$ cat src/rtl/pipe_stage_skid.sv
// Pipeline stage register with valid/ready handshake and optional two-entry skid buffer.
// Carries an opaque payload, supports synchronous flush and counts stalled output cycles.
module pipe_stage_skid #(
  parameter int DATA_W     = 32,
  parameter int SKID_EN    = 1,
  parameter int CLEAR_DATA = 1,
  parameter int CNT_W      = 16
) (
  input  logic              clock,
  input  logic              reset,
  input  logic              flush,
  input  logic              in_valid,
  output logic              in_ready,
  input  logic [DATA_W-1:0] in_data,
  output logic              out_valid,
  input  logic              out_ready,
  output logic [DATA_W-1:0] out_data,
  output logic [1:0]        occupancy,
  output logic [CNT_W-1:0]  stall_cnt
);

  typedef enum logic [1:0] {
    ST_EMPTY = 2'd0,
    ST_FULL  = 2'd1,
    ST_SKID  = 2'd2
  } state_t;

  localparam logic [CNT_W-1:0] STALL_MAX = {CNT_W{1'b1}};

  state_t            state_reg;
  logic [DATA_W-1:0] main_reg;
  logic [DATA_W-1:0] skid_reg;
  logic              valid_reg;
  logic              ready_reg;
  logic [1:0]        occ_reg;
  logic [CNT_W-1:0]  stall_reg;
  logic              accept;
  logic              emit;

  assign accept = in_valid & in_ready;
  assign emit   = valid_reg & out_ready;

  // ready_reg never drops without the skid entry, so the single-register form
  // reduces to the classic combinational ~valid | ready.
  generate
    if (SKID_EN != 0) begin : g_skid
      assign in_ready = ready_reg;
    end else begin : g_noskid
      assign in_ready = ready_reg & (~valid_reg | out_ready);
    end
  endgenerate

  always_ff @(posedge clock) begin
    if (reset) begin
      state_reg <= ST_EMPTY;
      main_reg  <= '0;
      skid_reg  <= '0;
      valid_reg <= 1'b0;
      ready_reg <= 1'b1;
      occ_reg   <= 2'd0;
    end else if (flush) begin
      state_reg <= ST_EMPTY;
      valid_reg <= 1'b0;
      ready_reg <= 1'b1;
      occ_reg   <= 2'd0;
      if (CLEAR_DATA != 0) begin
        main_reg <= '0;
        skid_reg <= '0;
      end
    end else begin
      case (state_reg)
        ST_EMPTY: begin
          if (accept) begin
            main_reg  <= in_data;
            valid_reg <= 1'b1;
            occ_reg   <= 2'd1;
            state_reg <= ST_FULL;
          end
        end
        ST_FULL: begin
          if (accept && emit) begin
            main_reg <= in_data;
          end else if (accept && (SKID_EN != 0)) begin
            skid_reg  <= in_data;
            ready_reg <= 1'b0;
            occ_reg   <= 2'd2;
            state_reg <= ST_SKID;
          end else if (emit) begin
            valid_reg <= 1'b0;
            occ_reg   <= 2'd0;
            state_reg <= ST_EMPTY;
          end
        end
        ST_SKID: begin
          if (emit) begin
            main_reg  <= skid_reg;
            ready_reg <= 1'b1;
            occ_reg   <= 2'd1;
            state_reg <= ST_FULL;
          end
        end
        default: begin
          state_reg <= ST_EMPTY;
          valid_reg <= 1'b0;
          ready_reg <= 1'b1;
          occ_reg   <= 2'd0;
        end
      endcase
    end
  end

  // Flush does not clear the counter; a stalled flush cycle still counts.
  always_ff @(posedge clock) begin
    if (reset) begin
      stall_reg <= '0;
    end else if (valid_reg && !out_ready && (stall_reg != STALL_MAX)) begin
      stall_reg <= stall_reg + CNT_W'(1);
    end
  end

  assign out_valid = valid_reg;
  assign out_data  = main_reg;
  assign occupancy = occ_reg;
  assign stall_cnt = stall_reg;

endmodule

$ cat config.mk
export PLATFORM = sky130hd
export DESIGN_NAME = pipe_stage_skid
export DESIGN_NICKNAME = d
export VERILOG_FILES = /design/src/rtl/pipe_stage_skid.sv
export SDC_FILE = /design/constraint.sdc
export NUM_CORES = 1
export LEC_CHECK = 0
export ABC_AREA = 0
export CAP_MARGIN = 20
export CORE_UTILIZATION = 64
export CTS_BUF_LIST = sky130_fd_sc_hd__clkbuf_2 sky130_fd_sc_hd__clkbuf_4 sky130_fd_sc_hd__clkbuf_8
export DETAILED_ROUTE_END_ITERATION = 16
export DONT_BUFFER_PORTS = 1
export HOLD_SLACK_MARGIN = 0.1
export PLACE_DENSITY = 0.8
export RECOVER_POWER = 25
export SETUP_SLACK_MARGIN = 0.05
export SYNTH_ARGS = -nofsm -noshare
export SYNTH_HDL_FRONTEND = slang
export SYNTH_SLANG_ARGS = --single-unit
$ cat constraint.sdc
create_clock -name clock -period 3.9 [get_ports clock]
set_clock_uncertainty 0.05 [all_clocks]
set_input_delay 0.78 -clock clock [delete_from_list [all_inputs] [get_ports clock]]
set_output_delay 0.78 -clock clock [all_outputs]
set_load 0.01 [all_outputs]
Word-level counts from Yosys, hierarchy flattened
Cells that the tools add are included.
- word-level logic and storage cells: 54
- input bits: 37
- flip-flop bits (word level): 84
- output and inout port bits: 52
- add/sub/neg operators: 1
- reduce and logical (&&, ||, !) cells: 12
- multiplexer cells: 19
- bitwise gates (word level): 5
- equal/unequal tests: 11
- operators by type and width (kind ; number):
    $mux W32 ; 3
    $pmux W32 S3 ; 1
    $add A16 B1 Y16 const B ; 1
    $ne A16 B16 Y1 const B ; 1
    $ne A2 B2 Y1 const B ; 7
    $reduce_and A4 Y1 ; 3
    $mux W2 ; 5
    $mux W1 ; 7
    $pmux W1 S3 ; 2
    $pmux W2 S3 ; 1
    $reduce_and A5 Y1 ; 1
    $logic_and A1 B1 Y1 ; 3
    $ne A3 B3 Y1 const B ; 1
    $not A1 Y1 ; 3
    $reduce_and A3 Y1 ; 1
    $reduce_bool A3 Y1 ; 1
    $and A1 B1 Y1 ; 2
    $eq A2 B1 Y1 const B ; 1
    $eq A2 B2 Y1 const B ; 1
    $logic_not A2 Y1 ; 1
    $reduce_or A2 Y1 ; 1
    $logic_not A1 Y1 ; 1

Depth between registers and ports, before layout
Gate-level depths: netlist of the first run.
- word-level depth: 5
- gate-level depth with buffers: 7
- depth with buffers taken out: 5

Worst setup path after synthesis of the first run
OpenSTA, ideal clock, no wires.
- path type: input to register
- start: in out_ready
- end: reg stall_reg[15], in the netlist stall_cnt[15]
- setup slack: 1530 ps
- buffers on the path: 2
- library setup time: 70 ps
- arrival: 2250 ps
- stages: 6
- required time: 3780 ps
- path through: buf_6 nand2b_4 buf_6 or4_4 or4_1 a21oi_1
- longest elaborated chain between the ends: 3
- ends and longest elaborated chain (element ; RTL line ; source):
    start: declaration ; 16 ; input logic out_ready,
    $logic_not A1 Y1 ; 116 ; end else if (valid_reg && !out_ready && (stall_reg != STALL_MAX)) begin
    $logic_and A1 B1 Y1 (2 in series) ; 116 ;
    end signal: assignment ; 117 ; stall_reg <= stall_reg + CNT_W'(1);
    end: declaration ; 36 ; logic [CNT_W-1:0] stall_reg;
Every way passes these cells.
A chain may end at the register's enable or synchronous reset.

Final worst setup path of the first run
- start: reg valid_reg, in the netlist out_valid
- end: reg main_reg[16], in the netlist out_data[16]
- longest elaborated chain between the ends: 4
- elaborated cells on any way between the ends: 5
- those cells by class: eq/ne (2); bitwise (1); reduce/logical (2)
- ends and longest elaborated chain (element ; RTL line ; source):
    start: declaration ; 33 ; logic valid_reg;
    start signal: assignment ; 58 ; valid_reg <= 1'b0;
    start signal: assignment ; 63 ; valid_reg <= 1'b0;
    start signal: assignment ; 75 ; valid_reg <= 1'b1;
    $and A1 B1 Y1 * ; 41 ; assign emit = valid_reg & out_ready;
    $logic_and A1 B1 Y1 ; 81 ; if (accept && emit) begin
    $ne A2 B2 Y1 (no line) ; n/a ;
    $reduce_and A4 Y1 (no line) * ; n/a ;
    end signal: assignment ; 74 ; main_reg <= in_data;
    end signal: assignment ; 82 ; main_reg <= in_data;
    end signal: assignment ; 96 ; main_reg <= skid_reg;
    end: declaration ; 31 ; logic [DATA_W-1:0] main_reg;
Mark *: on every way between the ends. The rest lies on a longest branch, timed or not.

==> results of run 1 <==
## final cells by class
cell class / instances / area share [%]
well taps: 70 / 2.28
clock inverters: 5 / 2.61
flip-flops and latches: 84 / 43.8
clock buffers: 11 / 3.62
inverters: 3 / 0.294
multi-input cells: 299 / 46.0
repair buffers: 7 / 1.37
## layer usage
| metal | global-route usage [%] | up-vias | wire length (um) |
|---|---|---|---|
| li1 | - | 1451 | - |
| met1 | 30.7 | 1335 | 3140 |
| met2 | 44.2 | 94 | 3580 |
| met3 | 6.90 | 13 | 511 |
| met4 | 12.3 | 0 | 171 |
| met5 | 0 | - | 0 |
## per-stage QoR
step	hold WS (ns)	total power (W)	util (%)
finish	0.404	0.00173	73.2
global route	0.430	0.00178	73.2
CTS	0.406	0.00174	73.2
detailed placement	0.396	0.00102	68.7
global placement	0.391	0.00102	68.7
floorplan	0.386	0.00100	-
## cell usage in the layout (no fill, tap or decap), types with 2 or more instances in the layout
cell	n
nor2_1	44
or2_2	3
o31ai_1	6
nand2_1	73
clkbuf_8	9
nand4_1	8
and2_1	2
buf_4	7
dfxtp_1	84
nor2b_1	5
a211oi_1	33
nor3_1	3
clkinv_2	2
inv_1	3
clkbuf_4	2
mux2i_1	33
mux2_2	4
or3_2	2
nand3b_1	2
or4_1	4
nor4_1	3
nand3_1	4
bufinv_16	3
and4_1	3
a21oi_1	47
o21ai_0	5
## power by group through the flow
stage          Clock, W  Combinational (W)  Sequential, W
2_1_floorplan         0          0.0000871       0.000917
3_5_place_dp          0          0.0000966       0.000924
4_1_cts        0.000738          0.0000970       0.000903
3_3_place_gp          0          0.0000940       0.000923
6_report       0.000726          0.0000965       0.000903
5_1_grt        0.000767           0.000112       0.000906
## worst max-delay path: cells and delay by family, from the launching register on
family	cells	cell delay, ns
compound gates	3	1.32
flops	1	0.61
buf+inv	1	0.32
simple gates	1	0.06
## path summary, 6_finish.rpt
path                            slack [ns]  cells after the start      endpoint          from
worst max-delay path                  1.44                      5  out_data[16]     out_valid
worst min-delay path                  0.40                      2  skid_reg[14]  skid_reg[14]
worst max register to register        1.44                      5  out_data[16]     out_valid
worst min register to register        0.40                      2  skid_reg[14]  skid_reg[14]
## logic make-up after synthesis
logic type                 Yosys count  synth area share (%)
and+or+nand+nor                    166                  21.8
AOI/OAI and AO/OA                   95                  16.2
DFF                                 84                  46.9
muxes                               37                  10.5
buffers and inverters               34                  4.29
adders and majority gates            1                 0.349
==> flow_metrics.py, run 1 <==
metrics = {
    "status": {
        "status": "complete, no violations",
    },
    "sta": {
        "post-route-min-period_ns": 2.46,
        "worst_slack_ns": 1.44,
        "grt_setup_unrepaired": "no",
        "setup_viol_count_final": 0,
        "tns_ns": 0,
        "relSlewSlack_pct": 27.3,
        "max_freq_mhz": 407,
        "maxSlewViolCount": 0,
        "worst_pin_slew_ns": 1.09,
        "finalHoldViolCount": 0,
        "final.period_utilization_pct": 63.1,
    },
    "clock_tree": {
        "post_cts_buffers": 0,
        "postCtsHoldBufs": 0,
        "cts.sinks": 84,
        "clk_pin_slew_worst_paths_ns": 0.08,
        "cts_resized": 0,
        "cts_buffer_depth": 2,
        "clockRootBuffer": "clkbuf_8",
        "cts-htree-levels": 3,
        "insertion_delay_ns": 0.34,
        "numCtsBuffers": 9,
        "cts_tree": "done",
    },
    "detailed_routing": {
        "drtIter0Drc": 235,
        "ant_nets": 0,
        "dr.pass1.iters": 4,
        "wirelength_mm": 7.40,
        "num_vias": 2893,
        "avgViaCountPerCell": 6.04,
        "drc": 0,
        "wl_per_cell_um": 15.5,
    },
    "layout": {
        "multiInputGateArea_um2": 1760,
        "drive_above_1_share_pct": 9.54,
        "n_antenna_cell": 0,
        "synthToLayoutAreaGrowth_pct": 6.98,
        "final_cell_area_um2": 3830,
        "seq_area_um2": 1680,
        "nFillCells": 420,
        "nets": 442,
        "fin_cells": 479,
    },
    "logic_synthesis": {
        "syn_nets": 455,
        "yosysMostFrequentCell": "dfxtp_1",
        "synthArstFlopShare_pct": 0,
        "synth-edff-count": 0,
        "ys.flop_type": "dfxtp_1",
        "yosys_warnings": 0,
        "synth_area_leader_cell": "dfxtp_1",
        "seq_area_frac_synth_pct": 46.9,
        "netlist_instances": 417,
        "synth_area_leaders": "dfxtp_1 (47%), mux2i_1 (9.2%), nand2_1 (7.6%)",
        "ys_ff_latch": 84,
        "synth_common_cells": "dfxtp_1 (84), nand2_1 (73), a21oi_1 (47)",
        "syn_area_um2": 3580,
        "synth_cell_types": 41,
        "synth_top_area_share_pct": 46.9,
        "avgSynthCellArea_um2": 8.60,
    },
    "floorplanning": {
        "fp.dieArea_um2": 5900,
        "ios": 89,
        "row_count": 26,
        "die_w_um": 76.8,
        "die_h_um": 76.8,
        "core_area_um2": 5240,
        "start_util_pct": 68.4,
    },
    "critical_path": {
        "end_kind": "register",
        "crit_fanout": 34,
        "path_class": "register to register",
        "crit_arrival_ns": 2.66,
        "slowest_stage": "o21ai_4",
        "required_ns": 4.10,
        "crit_path_max_incr_delay_ns": 0.73,
        "startpoint_type": "register",
        "path_cells": "a21boi_0 > o21ai_4 > buf_4 > nor2_1 > a211oi_1",
    },
    "pwr": {
        "ir_drop_uv": 274,
        "combPwrFrac_pct": 5.6,
        "power.switching_w": 0.000373,
        "p_clk_share_pct": 42.1,
        "power.density_nw_per_um2": 450,
        "intPower_w": 0.00135,
        "p_sw_share_pct": 21.6,
        "pwr-share-seq_pct": 52.3,
        "power.leakage_nw": 1.49,
    },
    "flow_run": {
        "maxCapViolCount": 0,
    },
    "placed_design": {
        "gp_congestion": 0.800,
        "post-place-ws_ns": 1.28,
        "placedCellCount": 463,
        "place_area_um2": 3600,
        "port_buffers": 0,
        "dpl.hpwl_mm": 4.96,
    },
    "global_route": {
        "grt_pass1_vias": 2763,
        "grt_pass1_wl_mm": 12.5,
        "grt_max_degree": 42,
        "grt_overflow": 0,
        "grt_usage_pct": 26.1,
        "antenna_found_initial": 0,
    },
    "hold_path": {
        "worstHoldPathType": "register to register",
    },
}
(Power assumes the default switching activity.)
==> run 2, diff against run 1 <==
==> constraint.sdc (replaced) <==
create_clock -name clock -period 2.5 [get_ports clock]
set_clock_uncertainty 0.05 [all_clocks]
set_input_delay 0.5 -clock clock [delete_from_list [all_inputs] [get_ports clock]]
set_output_delay 0.5 -clock clock [all_outputs]
set_load 0.01 [all_outputs]
==> run 2 against run 1 <==
Effect of this change: register-to-register slack worse by 1.1 ns; sequential share of layout area fell by 0.38 points; routed wire length grew 0.12%; sequential power increased by 56%; power increased by 53%; clock power grew 47%; critical endpoint is now stall_cnt[4]; setup slack worse by 1.1 ns; fmax grew 14%; first-iteration DRC count fell by 42%.
==> flow_metrics.py, run 2 (synthesis gave the netlist of run 1 again) <==
metrics = {
    "critical_path": {
        "crit_path_max_incr_delay_ns": 0.66,
        "end_kind": "register",
        "path_cells": "nand4_1 > nor4_2 > buf_4 > nor3_1 > a211oi_1",
        "slowest_stage": "nor4_2",
        "path_class": "register to register",
        "startpoint": "stall_cnt[6]",
        "crit_fanout": 10,
        "critPathBufInv": 1,
        "worstReg2RegStart": "stall_cnt[6]",
        "cp_top_family": "simple AND/OR/NAND/NOR gates",
        "crit_arrival_ns": 2.37,
        "required_ns": 2.71,
        "startpoint_type": "register",
    },
    "detailed_routing": {
        "num_vias": 2881,
        "wirelength_mm": 7.41,
        "drtIter0Drc": 137,
        "wl_met1_mm": 3.09,
        "avgViaCountPerCell": 5.98,
        "routed.top_layer": "met4",
        "wl_per_cell_um": 15.4,
        "ant_nets": 0,
        "dr.pass1.iters": 4,
        "dr_wl_met2_mm": 3.70,
        "wl_met3_um": 529,
        "drc": 0,
    },
    "layout": {
        "nets": 445,
        "synthToLayoutAreaGrowth_pct": 7.92,
        "n_antenna_cell": 0,
        "final_common_cell": "dfxtp_1",
        "seq_area_um2": 1680,
        "multiInputGateArea_um2": 1760,
        "final_util_pct": 73.9,
        "nFillCells": 405,
        "final_cell_mix": "dfxtp_1 (84), nand2_1 (73), a21oi_1 (47)",
        "drive_above_1_share_pct": 10.2,
    },
    "pwr": {
        "power.density_nw_per_um2": 681,
        "p_clk_share_pct": 40.6,
        "power.switching_w": 0.000594,
        "fin_total_pwr_w": 0.00263,
        "p_sw_share_pct": 22.5,
        "pwr-share-seq_pct": 53.4,
        "combPwrFrac_pct": 5.9,
        "intPower_w": 0.00204,
        "ir_drop_uv": 478,
        "power.leakage_nw": 1.50,
    },
    "clock_tree": {
        "post_cts_buffers": 0,
        "cts_resized": 0,
        "insertion_delay_ns": 0.35,
        "cts-htree-levels": 3,
        "clk_pin_slew_worst_paths_ns": 0.08,
        "postCtsHoldBufs": 0,
        "clockRootBuffer": "clkbuf_8",
        "cts_buffer_depth": 2,
        "cts_tree": "done",
        "cts.sinks": 84,
        "numCtsBuffers": 9,
    },
    "sta": {
        "final.period_utilization_pct": 86.2,
        "worst_pin_slew_ns": 0.693,
        "finalHoldViolCount": 0,
        "maxSlewViolCount": 0,
        "worst_slack_ns": 0.345,
        "post-route-min-period_ns": 2.15,
        "tns_ns": 0,
        "relSlewSlack_pct": 53.8,
        "max_freq_mhz": 464,
        "setup_viol_count_final": 0,
        "grt_setup_unrepaired": "no",
    },
    "global_route": {
        "grt_pass1_vias": 2799,
        "grt_overflow": 0,
        "grt_pass1_wl_mm": 12.6,
        "antenna_found_initial": 0,
        "grt_max_degree": 38,
        "grt_usage_pct": 26.4,
    },
    "floorplanning": {
        "fp.dieArea_um2": 5900,
        "start_util_pct": 68.4,
        "die_w_um": 76.8,
        "row_count": 26,
        "core_area_um2": 5240,
        "ios": 89,
        "die_h_um": 76.8,
    },
    "hold_path": {
        "worstHoldPathType": "input port to register",
        "hp-start": "reset",
    },
    "placed_design": {
        "gp_congestion": 0.793,
        "post-place-ws_ns": 0.354,
        "port_buffers": 0,
        "dpl.hpwl_mm": 4.98,
    },
    "flow_run": {
        "maxCapViolCount": 0,
    },
    "status": {
        "status": "complete, no violations",
    },
}
-- run 2: cell types whose count changed in the layout (fill, tap and decap cells not counted) --
| cell | change |
|---|---|
| buf_12 | +2 |
| buf_4 | +1 |
| bufinv_16 | -1 |
| clkbuf_8 | +1 |
| clkinv_2 | -1 |
| clkinvlp_4 | +1 |
-- run 2: power by group through the flow --
stage / clock (W) / sequential, W / combinational [W]
global route: 0.00114 / 0.00141 / 0.000181
finish: 0.00107 / 0.00141 / 0.000156
global placement: 0 / 0.00144 / 0.000152
CTS: 0.00109 / 0.00141 / 0.000157
floorplan: 0 / 0.00143 / 0.000136
detailed placement: 0 / 0.00144 / 0.000156
-- run 2: final cells by class --
type | count | share of cell area (%)
clock buffer | 12 | 3.95
clock inverter | 4 | 1.88
inverter | 3 | 0.291
multi-input combinational | 299 | 45.6
sequential | 84 | 43.5
tap | 70 | 2.26
timing repair buffer | 10 | 2.59
-- run 2: final timing paths --
check / endpoint / slack [ns] / cells past startpoint
max: stall_cnt[4] / 0.35 / 5
min: stall_cnt[12] / 0.16 / 1
max reg2reg: stall_cnt[4] / 0.35 / 5
min reg2reg: skid_reg[9] / 0.41 / 2
-- run 2: metal layers --
metal	vias to the layer above	track usage, %
met1	1336	30.8
met2	82	44.4
met5	-	0
li1	1455	-
met4	0	11.5
met3	8	8.10
-- run 2: through the flow --
stage / std cells / hold WS (ns) / area [um2]
3_3_place_gp: 466 / 0.391 / 3640
6_report: 482 / 0.161 / 3870
5_1_grt: 482 / 0.152 / 3870
2_1_floorplan: 417 / 0.386 / 3580
3_5_place_dp: 466 / 0.396 / 3640
4_1_cts: 482 / 0.149 / 3870
